`config.mk`:
```
export PLATFORM = sky130hd
export DESIGN_NAME = fft_twiddle_gen
export DESIGN_NICKNAME = d
export VERILOG_FILES = /design/src/rtl/fft_pkg.sv /design/src/rtl/fft_twiddle_rom.sv /design/src/rtl/fft_twiddle_gen.sv
export SDC_FILE = /design/constraint.sdc
export NUM_CORES = 1
export LEC_CHECK = 0
export CAP_MARGIN = 20
export CORE_MARGIN = 3
export CORE_UTILIZATION = 37
export DETAILED_ROUTE_END_ITERATION = 8
export PLACE_DENSITY = 0.81
export REMOVE_ABC_BUFFERS = 1
export SLEW_MARGIN = 20
export SYNTH_ARGS = -nofsm -noshare
export SYNTH_HDL_FRONTEND = slang
export SYNTH_SLANG_ARGS = --single-unit
```
`constraint.sdc`:
```
create_clock -name clk -period 1.5 [get_ports clk]
set_input_delay 0.225 -clock clk [delete_from_list [all_inputs] [get_ports clk]]
set_output_delay 0.225 -clock clk [all_outputs]
set_load 0.02 [all_outputs]
```
`src/rtl/fft_pkg.sv`:
```
// Shared FFT types and the quarter-wave cosine table generator.
package fft_pkg;

   localparam int DATA_WIDTH = 16;
   localparam int ONE_CODE   = 1 << (DATA_WIDTH - 2);

   typedef struct packed {
      logic signed [DATA_WIDTH-1:0] data_r;
      logic signed [DATA_WIDTH-1:0] data_i;
   } FFT_DATA_SAMPLE;

   // Entry idx of cos(pi/2 * idx / (N/4)) in Q1.(DATA_WIDTH-2), clamped so +1.0 never overflows.
   function automatic logic signed [DATA_WIDTH-1:0] cos_entry(input int idx, input int set);
      real pi;
      real v;
      int  q;
      int  code;
      pi   = 3.14159265358979323846;
      q    = 1 << (set - 2);
      v    = $cos(pi / 2.0 * real'(idx) / real'(q)) * real'(ONE_CODE);
      code = $rtoi(v + 0.5);
      if (code > ONE_CODE) code = ONE_CODE;
      if (code < 0) code = 0;
      return DATA_WIDTH'(code);
   endfunction

endpackage

```
`src/rtl/fft_twiddle_rom.sv`:
```
// Combinational twiddle lookup: quarter-wave cosine table plus symmetry mapping.
module fft_twiddle_rom
   import fft_pkg::*;
#(
   parameter int SET = 3
) (
   input  logic [SET-2:0]  k,
   output FFT_DATA_SAMPLE  twiddle
);

   localparam int REAL_SET = SET - 1;
   localparam int QN       = 1 << (SET - 2);
   localparam logic [REAL_SET:0] Q    = (REAL_SET + 1)'(QN);
   localparam logic [REAL_SET:0] HALF = (REAL_SET + 1)'(1 << REAL_SET);

   logic signed [DATA_WIDTH-1:0] cos_tab [0:QN];

   for (genvar g = 0; g <= QN; g++) begin : g_tab
      localparam logic signed [DATA_WIDTH-1:0] C_G = cos_entry(g, SET);
      assign cos_tab[g] = C_G;
   end

   logic [REAL_SET:0]   kk;
   logic [REAL_SET-1:0] idx_r;
   logic [REAL_SET-1:0] idx_i;
   logic                neg_r;

   // First quadrant reads C directly; second quadrant mirrors around N/4 and flips the real sign.
   always_comb begin
      kk    = {1'b0, k};
      idx_r = '0;
      idx_i = '0;
      neg_r = 1'b0;
      if (kk <= Q) begin
         idx_r = REAL_SET'(kk);
         idx_i = REAL_SET'(Q - kk);
      end else begin
         idx_r = REAL_SET'(HALF - kk);
         idx_i = REAL_SET'(kk - Q);
         neg_r = 1'b1;
      end
   end

   always_comb begin
      twiddle.data_r = neg_r ? -cos_tab[idx_r] : cos_tab[idx_r];
      twiddle.data_i = -cos_tab[idx_i];
   end

endmodule

```
`src/rtl/fft_twiddle_gen.sv`:
```
// Twiddle sequence generator: one W_N^k per accepted valid, stride 2^stage.
// Optional conjugate output for inverse FFT via FFT_TWIDDLE_INVERSE_EN.
module fft_twiddle_gen
   import fft_pkg::*;
#(
   parameter int SET     = 3,
   parameter int STAGE_W = 4
) (
   input  logic               clk,
   input  logic               rst_n,
   input  logic               clear,
   input  logic [STAGE_W-1:0] stage,
`ifdef FFT_TWIDDLE_INVERSE_EN
   input  logic               inverse,
`endif
   input  logic               valid,
   output FFT_DATA_SAMPLE     out,
   output logic               out_valid
);

   localparam int REAL_SET = SET - 1;

   logic [REAL_SET-1:0] k;
   logic [REAL_SET-1:0] stride;
   logic [REAL_SET-1:0] stride_next;
   FFT_DATA_SAMPLE      rom_out;
   FFT_DATA_SAMPLE      tw;
   int                  lim;

   fft_twiddle_rom #(.SET(SET)) u_rom (
      .k       (k),
      .twiddle (rom_out)
   );

   // Stride saturates at N/4 so large stage numbers still walk a legal index.
   always_comb begin
      lim         = (int'(stage) > REAL_SET - 1) ? REAL_SET - 1 : int'(stage);
      stride_next = '0;
      for (int i = 0; i < REAL_SET; i++) begin
         if (i == lim) stride_next[i] = 1'b1;
      end
   end

`ifdef FFT_TWIDDLE_INVERSE_EN
   logic inv_q;

   always_comb begin
      tw = rom_out;
      if (inv_q) tw.data_i = -rom_out.data_i;
   end
`else
   assign tw = rom_out;
`endif

   // Valid/ready: no backpressure; each valid high on a rising edge (without clear) yields
   // one twiddle registered with out_valid=1 at that edge; clear wins over valid.
   always_ff @(posedge clk or negedge rst_n) begin
      if (!rst_n) begin
         k         <= '0;
         stride    <= REAL_SET'(1);
         out_valid <= 1'b0;
         out       <= '0;
`ifdef FFT_TWIDDLE_INVERSE_EN
         inv_q     <= 1'b0;
`endif
      end else if (clear) begin
         k         <= '0;
         stride    <= stride_next;
         out_valid <= 1'b0;
`ifdef FFT_TWIDDLE_INVERSE_EN
         inv_q     <= inverse;
`endif
      end else if (valid) begin
         out       <= tw;
         out_valid <= 1'b1;
         k         <= k + stride;
      end else begin
         out_valid <= 1'b0;
      end
   end

endmodule

```
======== Yosys cells after proc, flatten, opt, wreduce, memory -nomap -nowiden ========
Cells that the tools add are included.
operators by class
  add/subtract/negate cells ............... 6
  $lt $le $gt $ge ......................... 4
  equal/unequal tests ..................... 1
  mux-type cells .......................... 16
  bitwise logic cells ..................... 3
  reductions and logical operators ........ 3
operators with widths
  cell                                                            number
  two-way mux 16 bit                                              5
  binary-select mux 16 bit (select 2 bit)                         2
  zero test 32 bit                                                1
  negator 16 bit                                                  2
  two-way mux 2 bit                                               4
  >= comparator 3 bit (second input constant)                     2
  NOT 2 -> 3 bit                                                  2
  == test 1 x 4 -> 1 bit (first input constant)                   1
  greater-than comparator 4 x 1 -> 1 bit (second input constant)  1
  two-way mux 1 bit                                               4
  two-way mux 4 bit                                               1
  adder 2 bit                                                     1
  <= comparator 2 bit (second input constant)                     1
  AND reduction 2 bit                                             1
  nonzero test 2 bit                                              1
  subtractor 1 x 2 -> 2 bit (first input constant)                1
  subtractor 2 bit (first input constant)                         1
  subtractor 2 bit (second input constant)                        1
  NOT 1 bit                                                       1
storage, ports and cells
  register bits ........................... 37
  bits of input ports ..................... 8
  output and inout bits ................... 33
  word-level logic and storage cells ...... 38

======== Longest topological paths before layout ========
Gate-level depths: netlist of run 1.
  word-level depth ........................ 8
  depth in mapped cells ................... 4
  mapped depth without buffers ............ 4

======== Hierarchy ========
Synthesis of run 1 repeated with hierarchy kept, for this count alone.
unflattened totals
  cells, all modules ...................... 125
  area total of the unflattened synthesis .. 1853.0 sq um
modules (own cells, without submodules)
  module           times used  cells an instance  area an instance (sq um)  sequential area each (sq um)
  fft_twiddle_gen  1           87                 1561.5                    927.1
  fft_twiddle_rom  1           38                 291.5                     0.0

======== Least setup slack after synthesis of run 1 ========
OpenSTA, ideal clock, no wires.
  path kind ............................... register to register
  start ................................... reg stride[0]
  end ..................................... reg k[1]
  setup time .............................. 120 ps
  arrival ................................. 1108 ps
  setup slack ............................. 272 ps
  stages on the path, launching flop included .. 5
  clock period less this slack ............ 1228 ps
  cells stage by stage .................... dfstp_2 ha_1 xor2_1 a211oi_1 a31o_2
between the ends
  cells in the longest elaborated chain, start to end .. 3
ends and longest elaborated chain
  what                    RTL line               text
  start, declared         fft_twiddle_gen.sv:24  logic [REAL_SET-1:0] stride;
  start signal, assigned  fft_twiddle_gen.sv:68  stride <= stride_next;
  adder 2 bit             fft_twiddle_gen.sv:76  k <= k + stride;
  two-way mux 2 bit       fft_twiddle_gen.sv:73  end else if (valid) begin
  two-way mux 2 bit       fft_twiddle_gen.sv:66  end else if (clear) begin
  end signal, assigned    fft_twiddle_gen.sv:76
  end, declared           fft_twiddle_gen.sv:23  logic [REAL_SET-1:0] k;
No other way between the ends. The select of a mux whose other input is x is not followed.
A chain may end at the register's enable or synchronous reset.

======== Worst setup path in the final report of run 1 ========
  start ................................... reg out[16] (netlist bit)
  end ..................................... out out[16] (netlist bit)
RTL lines
  what                    RTL line               text
  start, declared         fft_twiddle_gen.sv:17  output FFT_DATA_SAMPLE out,
  start signal, assigned  fft_twiddle_gen.sv:74  out <= tw;
No word-level cell between the ends.

==> impl_results.md, run 1 <==
* Status: completed
* Hold/Removal Path Class: in2async
* Worst setup path startpoint: out[16]
* Die area at about 2500 sq um
* Synth Register Bits at 11
* DRC viols at 0
* Synthesized cell area at around 720 sq um
* Relative slew slack at ~67%
* Post-synth top flop: dfrtp_1
* FF-to-FF Start: stride[0]
* Clk sink count at 11
* Iter 0 DRT Violations at 3
* Crit path largest cell delay at ~0.6 ns
* Worst hold margin at 0.296 ns
* Remaining antenna violation count at 0
* Worst path top cell family by delay: buffers and inverters
* Post-route clock period utilization at a little over nine tenths
* Crit end category: output pin
* Critical path launch point type: flop
* Largest area contributor in the netlist: dfrtp_1
* I/O pin count at 41
* Worst endpoint required time at about 1.3 ns
* Fillcell total at between 150 and 200
* Skew-Pair Late Insertion Delay at about 0.26 ns
* Post-synthesis async set-or-reset flop share at 100%
* TritonCTS buffer count at 3
* Gr usage total at 8.73%
* DR vias/cell at about 4.2
* Most frequent cells after synthesis: buf_4 (26), dfrtp_1 (10), ha_1 (6), nand2_1 (5), inv_1 (4)
* Vias in the first global route at between 400 and 500
* Core footprint at 1780 sq um
* Leakage power at about 0.00055 uW
* Yosys Warn Count at 0
* First-pass GRT wire length at 1.73 mm
* Fin util at about half
* Pins Over Slew Limit at 0
* Syn Area/Cell at 10.3 sq um
* Worst Max-Slew Pin Slew at between 0.4 and 0.5 ns
* Hpwl dp at approximately 900 um
* CP max-delay cell: clkdlybuf4s50_1
* Final setup vio count at 0
* Number of buffers and inverters on the critical path at 1
* Post-DP Area at between 900 and 1000 sq um
* Critical Path AT at between 1 and 1.5 ns
* Crit Path Category: reg2out
* Largest net degree at the start of global routing at 12
* Number of synthesized flops with an enable pin at 0
* Grt ovf at 0
* Setup repair after global routing missed its margin: no
* Routed WL per cell at 9.94 um
* Final nets at 102
* Gpl congestion at approximately 0.7
* Syn Inst Count at 70
* Top-count cell post-synth: buf_4
* Synth area leaders: dfrtp_1 (35%), buf_4 (27%), ha_1 (10%), dfstp_2 (3.6%), nand2_1 (2.6%)
* Initial antenna violation count at 0
* CP max FO at 2
* Final hold viol count at 0
* Share of the synthesized area in the top cell type at about a third
* Worst-path clk slew at approximately 0.070 ns
* Clock Skews at between 0.0015 and 0.002 ns
* Layout cells sized above 1 at 10.3%
* Final WL at around 1.1 mm
* Routed via count at about 470
* Die H at 50.2 um
* Clock Tree Root: clkbuf_4
* DR pass1 iterations at 2
* H-tree depth at 1
* Die Wd at roughly 50 um
* Number of diodes at 0
* Port-buffer cells at 35
* CTS tree: built
* Post-CTS setup buffers at 0
* FMAX at between 600 and 700 MHz
* Rows at 15
* Sequential cell area fraction in the yosys report at 38.3%
* Worst-path cell chain: clkdlybuf4s50_1
* Post-synthesis cell type count at 20
* Final Cell Area at about 900 sq um
* Tmin final at 1.44 ns
* Initial Util at around two fifths
* Pwr dens at 741 nW/um^2
* Worst IR Drop VDD at between 0.5 and 0.6 mV
* Clock buffer depth at 2
* Area Growth Syn to Fin at 27.7%
* Max Cap Viol at 0
timing repair:
item                       in CTS  in global routing
setup endpoints to repair      23                  2
gates resized for setup        23                  2
hold endpoints to repair        0                  0
hold buffers                    0                  0
cell families after synthesis:
| logic type | count (synthesis) | synth area share, % |
|---|---|---|
| other | 1 | 0.519 |
| AO/OA/AOI/OAI | 8 | 7.45 |
| adder cells (fa/ha/maj) | 6 | 10.4 |
| AND/OR/NAND/NOR | 9 | 6.41 |
| flip-flops | 11 | 38.3 |
| buffers and inverters | 31 | 30.7 |
| XOR/XNOR | 1 | 1.21 |
| multiplexers | 3 | 5.03 |
final cells by class:
class / instances / area, sq um / share of cell area [%]
repair buffers: 36 / 334 / 36.2
flip-flops and latches: 11 / 277 / 30.0
multi-input cells: 32 / 239 / 25.9
well taps: 25 / 31.3 / 3.39
clock buffers: 4 / 26.3 / 2.85
inverters: 4 / 15.0 / 1.63
cells in the final DEF (no fill, tap or decap), types with 3 or more instances in the layout:
cell type        Yosys  routed
dlygate4sd2_1        0      23
clkdlybuf4s50_1      0      10
dfrtp_1             10      10
ha_1                 6       6
nand2_1              5       5
conb_1               1       5
inv_1                4       4
o21ai_0              3       3
clkbuf_4             0       3
flip-flops by register name, summed over array words and instances (netlist names):
signal	count
k	2
out_valid	1
stride	2
out	6
metrics by stage:
stage,cells,TNS [ns],power [uW],setup slack (ns)
6_report,112,0,683,0.0630
5_1_grt,112,0,722,0.00936
4_1_cts,112,0,694,0.0161
3_5_place_dp,108,0,506,0.111
3_3_place_gp,108,0,501,0.123
2_1_floorplan,47,-2.21,413,-0.258
worst paths after layout:
| path | end | slack [ns] | depth (start not counted) |
|---|---|---|---|
| hold reg to reg | stride[0] | 0.48 | 2 |
| setup reg to reg | k[1] | 0.21 | 4 |
| min in group clk | stride[0] | 0.48 | 2 |
| hold / removal | k[1] | 0.30 | 1 |
| setup / recovery | out[16] | 0.06 | 1 |
| max in group asynchronous | stride[0] | 0.85 | 1 |
where the power goes:
part	switching [uW]	internal, uW
Clock	93.4	103
Combinational	88.4	70.4
Sequential	13.1	316
routing by layer:
metal | up-vias | global-route usage (%) | part of all wire (%)
li1 | 227 | - | -
met1 | 207 | 8.01 | 40
met2 | 31 | 16.5 | 46
met3 | 2 | 4.15 | 14
met4 | 0 | 2.76 | 0.36
met5 | - | 0 | 0
(Power assumes the default switching activity.)
==> inputs of run 2 (changes only) <==
--- a/config.mk
+++ b/config.mk
@@ -7,11 +7,12 @@
 export LEC_CHECK = 0
 export CAP_MARGIN = 20
 export CORE_MARGIN = 3
-export CORE_UTILIZATION = 37
+export CORE_UTILIZATION = 52
 export DETAILED_ROUTE_END_ITERATION = 8
-export PLACE_DENSITY = 0.81
+export PLACE_DENSITY = 0.85
 export REMOVE_ABC_BUFFERS = 1
 export SLEW_MARGIN = 20
 export SYNTH_ARGS = -nofsm -noshare
 export SYNTH_HDL_FRONTEND = slang
+export SYNTH_HIERARCHICAL = 1
 export SYNTH_SLANG_ARGS = --single-unit
==> run 2 against run 1 <==
Effect of this change: combinational power rose by 110%; routed wire length increased by 140%; clock-buffer cell count rose by 3; sequential share of layout area grew 13 points; die area up 71%; sequential power increased to 3.3 times the previous value; fmax grew 3.1%; critical endpoint is now out[5]; largest cell class is now flip-flops and latches.
==> impl_results.md, run 2 <==
* Die Wd at 65.7 um (+31%)
* Final setup vio count at 0 (unchanged)
* DR vias/cell at 4.62 (+11%)
* Worst-path cell chain: inv_1 -> ha_1 -> and2b_1 -> mux2_2
* Final nets at 166 (+63%)
* DR pass1 iterations at 4 (+2)
* Crit Path Category: reg2reg
* Routed via count at 920 (+97%)
* Vias in the first global route at 968 (+130%)
* Clock Tree Root: clkbuf_4
* TritonCTS buffer count at 5 (+2)
* Worst hold margin at 0.401 ns (+0.105 ns)
* Leakage power at 0.00118 uW (+110%)
* Rows at 21 (+6)
* Total power at 1980 uW (+190%)
* Die H at 65.7 um (+31%)
* Top reg by flops: out
* Largest area contributor in the netlist: dfrtp_1
* Relative slew slack at 64.8% (-2.0 points)
* CP max FO at 9 (+7)
* Power share of the sequential group at 54.6% (+6.5 points)
* Remaining antenna violation count at 0 (unchanged)
* CTS tree: built
* Post-synthesis cell type count at 22 (+10%)
* Final hold viol count at 0 (unchanged)
* Tmin final at 1.39 ns (-0.0438 ns)
* Worst path top cell family by delay: flip-flops
* Setup repair after global routing missed its margin: no
* Finished Layout Cells at 199 (+78%)
* Final WL at 2.62 mm (+140%)
* Clk pwr share at 28.9% (+0.2 points)
* Largest net degree at the start of global routing at 26 (+14)
* Pwr dens at 923 nW/um^2 (+24%)
* Most frequent cells in the layout: dfrtp_1 (35), dlygate4sd2_1 (33), mux2_4 (29), ha_1 (6), clkdlybuf4s50_1 (6)
* Status: completed
* Most frequent cells after synthesis: dfrtp_1 (36), mux2_4 (29), buf_4 (26), ha_1 (6), inv_1 (5)
* Gpl congestion at 0.725 (+6.2%)
* First-pass GRT wire length at 4.55 mm (+160%)
* Pins Over Slew Limit at 0 (unchanged)
* Worst IR Drop VDD at 0.476 mV (-12%)
* Share of the synthesized area in the top cell type at 48.6% (+14 points)
* Top-count cell post-synth: dfrtp_1
* Port-buffer cells at 40 (+14%)
* Fin util at 63.4% (+12 points)
* Synth Register Bits at 37 (+26)
* Area Growth Syn to Fin at 16.0%
* Worst setup path startpoint: k[0]
* Iter 0 DRT Violations at 36 (+33)
* DRC viols at 0 (unchanged)
* Routed WL per cell at 13.2 um (+33%)
* Crit path largest cell delay at 0.46 ns (-0.14 ns)
* Hpwl dp at 1.97 mm (+120%)
* Synth area leaders: dfrtp_1 (49%), mux2_4 (23%), buf_4 (11%), ha_1 (4.1%), buf_12 (3.2%)
* Die area at 4320 sq um (+71%)
* Syn Inst Count at 125 (+79%)
* Worst-path clk slew at 0.11 ns (+0.04 ns)
* Worst endpoint required time at 1.72 ns (+0.45 ns)
* Core footprint at 3390 sq um (+90%)
* Placed Cells at 190 (+76%)
* Pint at 1490 uW (+210%)
* Grt ovf at 0 (unchanged)
* Skew-Pair Late Insertion Delay at 0.33 ns (+0.07 ns)
* H-tree depth at 2 (+1)
* Crit end category: flop
* Biggest regs: out: 32 flops, k: 2 flops, stride: 2 flops
* Post-route clock period utilization at 92.9% (-2.9 points)
* Commonest non-fill, non-tap cell in the layout: dfrtp_1
* Clock Skews at 0.00781 ns (+0.00611 ns)
* Max reg flops at 32 (+26)
* Sw Share at 24.8% (-3.7 points)
* Number of diodes at 0 (unchanged)
* Layout cells sized above 1 at 32.7% (+22 points)
* CP max-delay cell: dfrtp_2
* P_sw at 493 uW (+150%)
* Fillcell total at 265 (+43%)
* FF-to-FF Start: k[0]
* Gate power share at 16.5% (-6.7 points)
* Gr usage total at 14.1% (+5.3 points)
* Clock buffer depth at 2 (unchanged)
* Critical Path AT at 1.61 ns (+0.40 ns)
* Yosys Warn Count at 6 (+6)
* Worst Max-Slew Pin Slew at 0.528 ns (+0.0314 ns)
* FMAX at 718 MHz (+3.1%)
* Synthesized cell area at 1850 sq um (+160%)
* Sequential cell area fraction in the yosys report at 50.0% (+12 points)
* Syn Area/Cell at 14.8 sq um (+44%)
* Initial antenna violation count at 0 (unchanged)
* Critical path launch point type: flop
* Clk sink count at 37 (+26)
* Post-synthesis async set-or-reset flop share at 100% (unchanged)
* Number of synthesized flops with an enable pin at 0 (unchanged)
* Post-synth top flop: dfrtp_1
* Number of buffers and inverters on the critical path at 1 (unchanged)
* Hold/Removal Path Class: in2async
* Setup TNS at 0 ns (unchanged)
* I/O pin count at 41 (unchanged)
* Max Cap Viol at 0 (unchanged)
* Initial Util at 54.7% (+14 points)
-- run 2: changes by cell type after synthesis, sizes merged, moves of 2 or more --
cell,delta
o31ai,-2
nand2,-4
buf,+3
mux2,+30
o21ai,-2
and2b,+2
dfrtp,+26
-- run 2: final timing paths --
path	endpoint	slack, ns	cells past startpoint
setup / recovery	out[5]	0.11	4
hold / removal	out[13]	0.40	2
setup reg to reg	out[5]	0.11	4
hold reg to reg	stride[0]	0.49	2
max in group asynchronous	out[21]	0.52	3
min in group clk	stride[0]	0.49	2
-- run 2: power by group through the flow --
stage / logic (uW) / clock network, uW / registers (uW)
after floorplan: 131 / 0 / 1170
after global placement: 357 / 0 / 1100
after detailed placement: 365 / 0 / 1110
after CTS: 334 / 595 / 1090
after global routing: 353 / 642 / 1090
final: 327 / 572 / 1080
-- run 2: per-layer routing --
layer	vias up	wire length [um]	global-route usage [%]
li1	437	-	-
met1	447	1190	18.1
met2	30	1250	21.9
met3	6	147	4.10
met4	0	31	6.22
met5	-	0	0
-- run 2: kinds of logic (layout without fill, tap and decap cells) --
family                     Yosys count  after routing  synth area share, %
xor gates and xnor gates             1              1                0.473
and+or+nand+nor                      8              8                 2.57
muxes                               33             33                 25.9
DFF                                 37             37                 50.0
AOI/OAI and AO/OA                    4              4                 1.42
other                                1              5                0.202
adders and majority gates            6              6                 4.05
buffers and inverters               35             59                 15.4
-- run 2: cell type report --
cell class / count / area [sq um] / area share, %
clock buffers: 7 / 65.1 / 3.03
clock inverters: 1 / 5.00 / 0.233
inverters: 5 / 18.8 / 0.873
multi-input cells: 57 / 661 / 30.7
flip-flops and latches: 37 / 928 / 43.2
well taps: 46 / 57.6 / 2.68
repair buffers: 46 / 414 / 19.3
-- run 2: repair_timing --
item	in CTS	in global routing
hold buffers	1	0
setup endpoints to repair	33	5
endpoints found under the hold margin	23	0
buffers inserted	0	0
resized for setup	33	1
pin swaps	0	0
-- run 2: stage by stage --
| stage | setup slack [ns] | area, sq um |
|---|---|---|
| global placement | -0.0578 | 2110 |
| global route | 0.0202 | 2150 |
| detailed placement | -0.0896 | 2110 |
| CTS | 0.0632 | 2150 |
| finish | 0.107 | 2150 |
| floorplan | -0.592 | 1600 |
==> inputs of run 3 (changes only) <==
==> constraint.sdc (replaced) <==
create_clock -name clk -period 1.5 [get_ports clk]
set_input_delay 0.15 -clock clk [delete_from_list [all_inputs] [get_ports clk]]
set_output_delay 0.15 -clock clk [all_outputs]
set_load 0.02 [all_outputs]
==> run 3 against run 2 <==
Effect of this change: fmax is 4.3% lower; hold slack worse by 0.016 ns; cell count stayed put; critical path depth is 3 lower; combinational power is 8.3% higher; die area stayed put; register-to-register slack hardly changed; routed wire length is 12% higher; clock skew is 0.0026 ns lower; sequential power hardly changed; via count is 1.1% higher; setup slack worse by 0.063 ns; critical endpoint is now out[9].
==> impl_results.md, run 3 (synthesis gave the netlist of run 2 again) <==
* Fillcell total at 221 (-17%)
* Worst Max-Slew Pin Slew at 0.678 ns (+0.150 ns)
* Slack of the critical path at 0.0438 ns (-0.0630 ns)
* Pwr dens at 1000 nW/um^2 (+8.5%)
* Port-buffer cells at 40 (unchanged)
* CP max-delay cell: clkdlybuf4s50_1
* Worst path top cell family by delay: buffers and inverters
* Worst-path cell chain: clkdlybuf4s50_1
* Setup TNS at 0 ns (unchanged)
* First-pass GRT wire length at 4.80 mm (+5.3%)
* Status: completed
* Max reg flops at 32 (unchanged)
* Layout cells sized above 1 at 33.3% (+0.65 points)
* Setup repair after global routing missed its margin: no
* Crit Path Category: reg2out
* TritonCTS buffer count at 5 (unchanged)
* Largest net degree at the start of global routing at 33 (+27%)
* Reg2reg end: out[5]
* H-tree depth at 2 (unchanged)
* Worst endpoint required time at 1.35 ns (-0.37 ns)
* Leakage power at 0.00147 uW (+25%)
* Final setup vio count at 0 (unchanged)
* Max Cap Viol at 0 (unchanged)
* Gpl congestion at 0.728 (+0.39%)
* Area Growth Syn to Fin at 22.9%
* Critical path launch point type: flop
* Initial Util at 54.7% (unchanged)
* Final nets at 166 (unchanged)
* Grt ovf at 0 (unchanged)
* Clk sink count at 37 (unchanged)
* Iter 0 DRT Violations at 56 (+56%)
* Clock Skews at 0.00521 ns (-0.00260 ns)
* CTS tree: built
* FMAX at 687 MHz (-4.3%)
* Tmin final at 1.46 ns (+0.0630 ns)
* Post-route clock period utilization at 97.1% (+4.2 points)
* Rows at 21 (unchanged)
* Pins Over Slew Limit at 0 (unchanged)
* I/O pin count at 41 (unchanged)
* Clock buffer depth at 2 (unchanged)
* Biggest regs: out: 32 flops, k: 2 flops, stride: 2 flops
* Worst IR Drop VDD at 0.493 mV (+3.6%)
* Most frequent cells in the layout: dfrtp_1 (35), mux2_4 (29), dlymetal6s2s_1 (24), clkdlybuf4s50_1 (9)
* Worst-path clk slew at 0.11 ns (about the same)
* Crit path largest cell delay at 0.61 ns (+0.15 ns)
* Die H at 65.7 um (unchanged)
* Core footprint at 3390 sq um (unchanged)
* Sequential Area at 928 sq um (unchanged)
* Gr usage total at 15.0% (+0.96 points)
* CP max FO at 2 (-7)
* Worst R2R Setup Slack at 0.10 ns (about the same)
* Reg2Reg Depth at 4 (unchanged)
* Initial antenna violation count at 0 (unchanged)
* Number of diodes at 0 (unchanged)
* DP Worst Slack at -0.0275 ns (+0.0621 ns)
* Hold/Removal Path Class: in2async
* Die Wd at 65.7 um (unchanged)
* Remaining antenna violation count at 0 (unchanged)
* Fin util at 67.2% (+3.8 points)
* Number of buffers and inverters on the critical path at 1 (unchanged)
* Relative slew slack at 54.8% (-10 points)
* Vias in the first global route at 968 (unchanged)
* Routed WL per cell at 14.7 um (+12%)
* Hpwl dp at 2.04 mm (+3.7%)
* Crit end category: output pin
* Clock Tree Root: clkbuf_4
* Final WL at 2.93 mm (+12%)
* Commonest non-fill, non-tap cell in the layout: dfrtp_1
* Skew-Pair Late Insertion Delay at 0.33 ns (about the same)
* Die area at 4320 sq um (unchanged)
* Critical Path AT at 1.31 ns (-0.30 ns)
* Routed via count at 930 (+1.1%)
* DR vias/cell at 4.67 (+1.1%)
* Final hold viol count at 0 (unchanged)
* Multi-input logic area at 662 sq um (+0.19%)
* DRC viols at 0 (unchanged)
* DR pass1 iterations at 2 (-2)
* FF-to-FF Start: k[0]
* Top reg by flops: out
-- run 3: cell count changes in the layout (fill, tap and decap cells not counted), sizes merged --
cell | previous run | this run
dlygate4sd2 | 33 | 6
dlymetal6s2s | 0 | 24
clkdlybuf4s50 | 6 | 9
bufinv | 0 | 2
clkbuf | 7 | 5
-- run 3: how the worst max path moves through the flow --
stage                      start  endpoint  slack [ns]  depth (start not counted)
final                     out[9]    out[9]        0.04                          1
after global routing      out[9]    out[9]       0.006                          1
after CTS                 out[6]    out[6]      0.0006                          1
after detailed placement   valid    out[5]       -0.03                          4
after global placement     valid    out[5]        0.02                          4
after floorplan            valid    out[3]       -0.52                          2
-- run 3: routing by layer --
metal | vias to the layer above | part of all wire [%] | track usage [%]
li1 | 438 | - | -
met1 | 457 | 44 | 19.6
met5 | - | 0 | 0
met2 | 31 | 50 | 23.5
met3 | 4 | 5.5 | 3.59
met4 | 0 | 1.1 | 6.99
-- run 3: metrics by stage --
step / area [sq um] / instances / hold slack (ns) / power [uW]
final: 2280 / 199 / 0.386 / 2280
after global routing: 2280 / 199 / 0.435 / 2380
after CTS: 2210 / 199 / 0.392 / 2320
after detailed placement: 2110 / 190 / 0.226 / 1480
after global placement: 2110 / 190 / 0.210 / 1460
after floorplan: 1600 / 99 / -0.146 / 1300
-- run 3: worst register-to-register path: stages, from the launching register on --
cell and delay, ns:
dfrtp_2 0.47, inv_1 0.12, ha_1 0.15, and2b_2 0.27, mux2_2 0.29
-- run 3: power breakdown --
group	total, uW	switching [uW]	internal, uW	leakage (uW)
clock network	837	321	516	0.0000552
logic	354	165	189	0.000931
registers	1090	36.0	1050	0.000487
total	2280	523	1760	0.00147
-- run 3: layout make-up --
type                            instances  share of cell area [%]
Clock buffer                            5                    1.65
Clock inverter                          3                    2.86
Inverter                                5                   0.824
Multi-Input combinational cell         57                    29.1
Sequential cell                        37                    40.8
Tap cell                               46                    2.53
Timing Repair Buffer                   46                    22.3
-- run 3: timing repair --
action,in CTS,in global routing
hold buffers,1,0
endpoints found under the setup margin,6,33
endpoints found under the hold margin,30,0
resized for setup,6,26
setup buffers,0,0
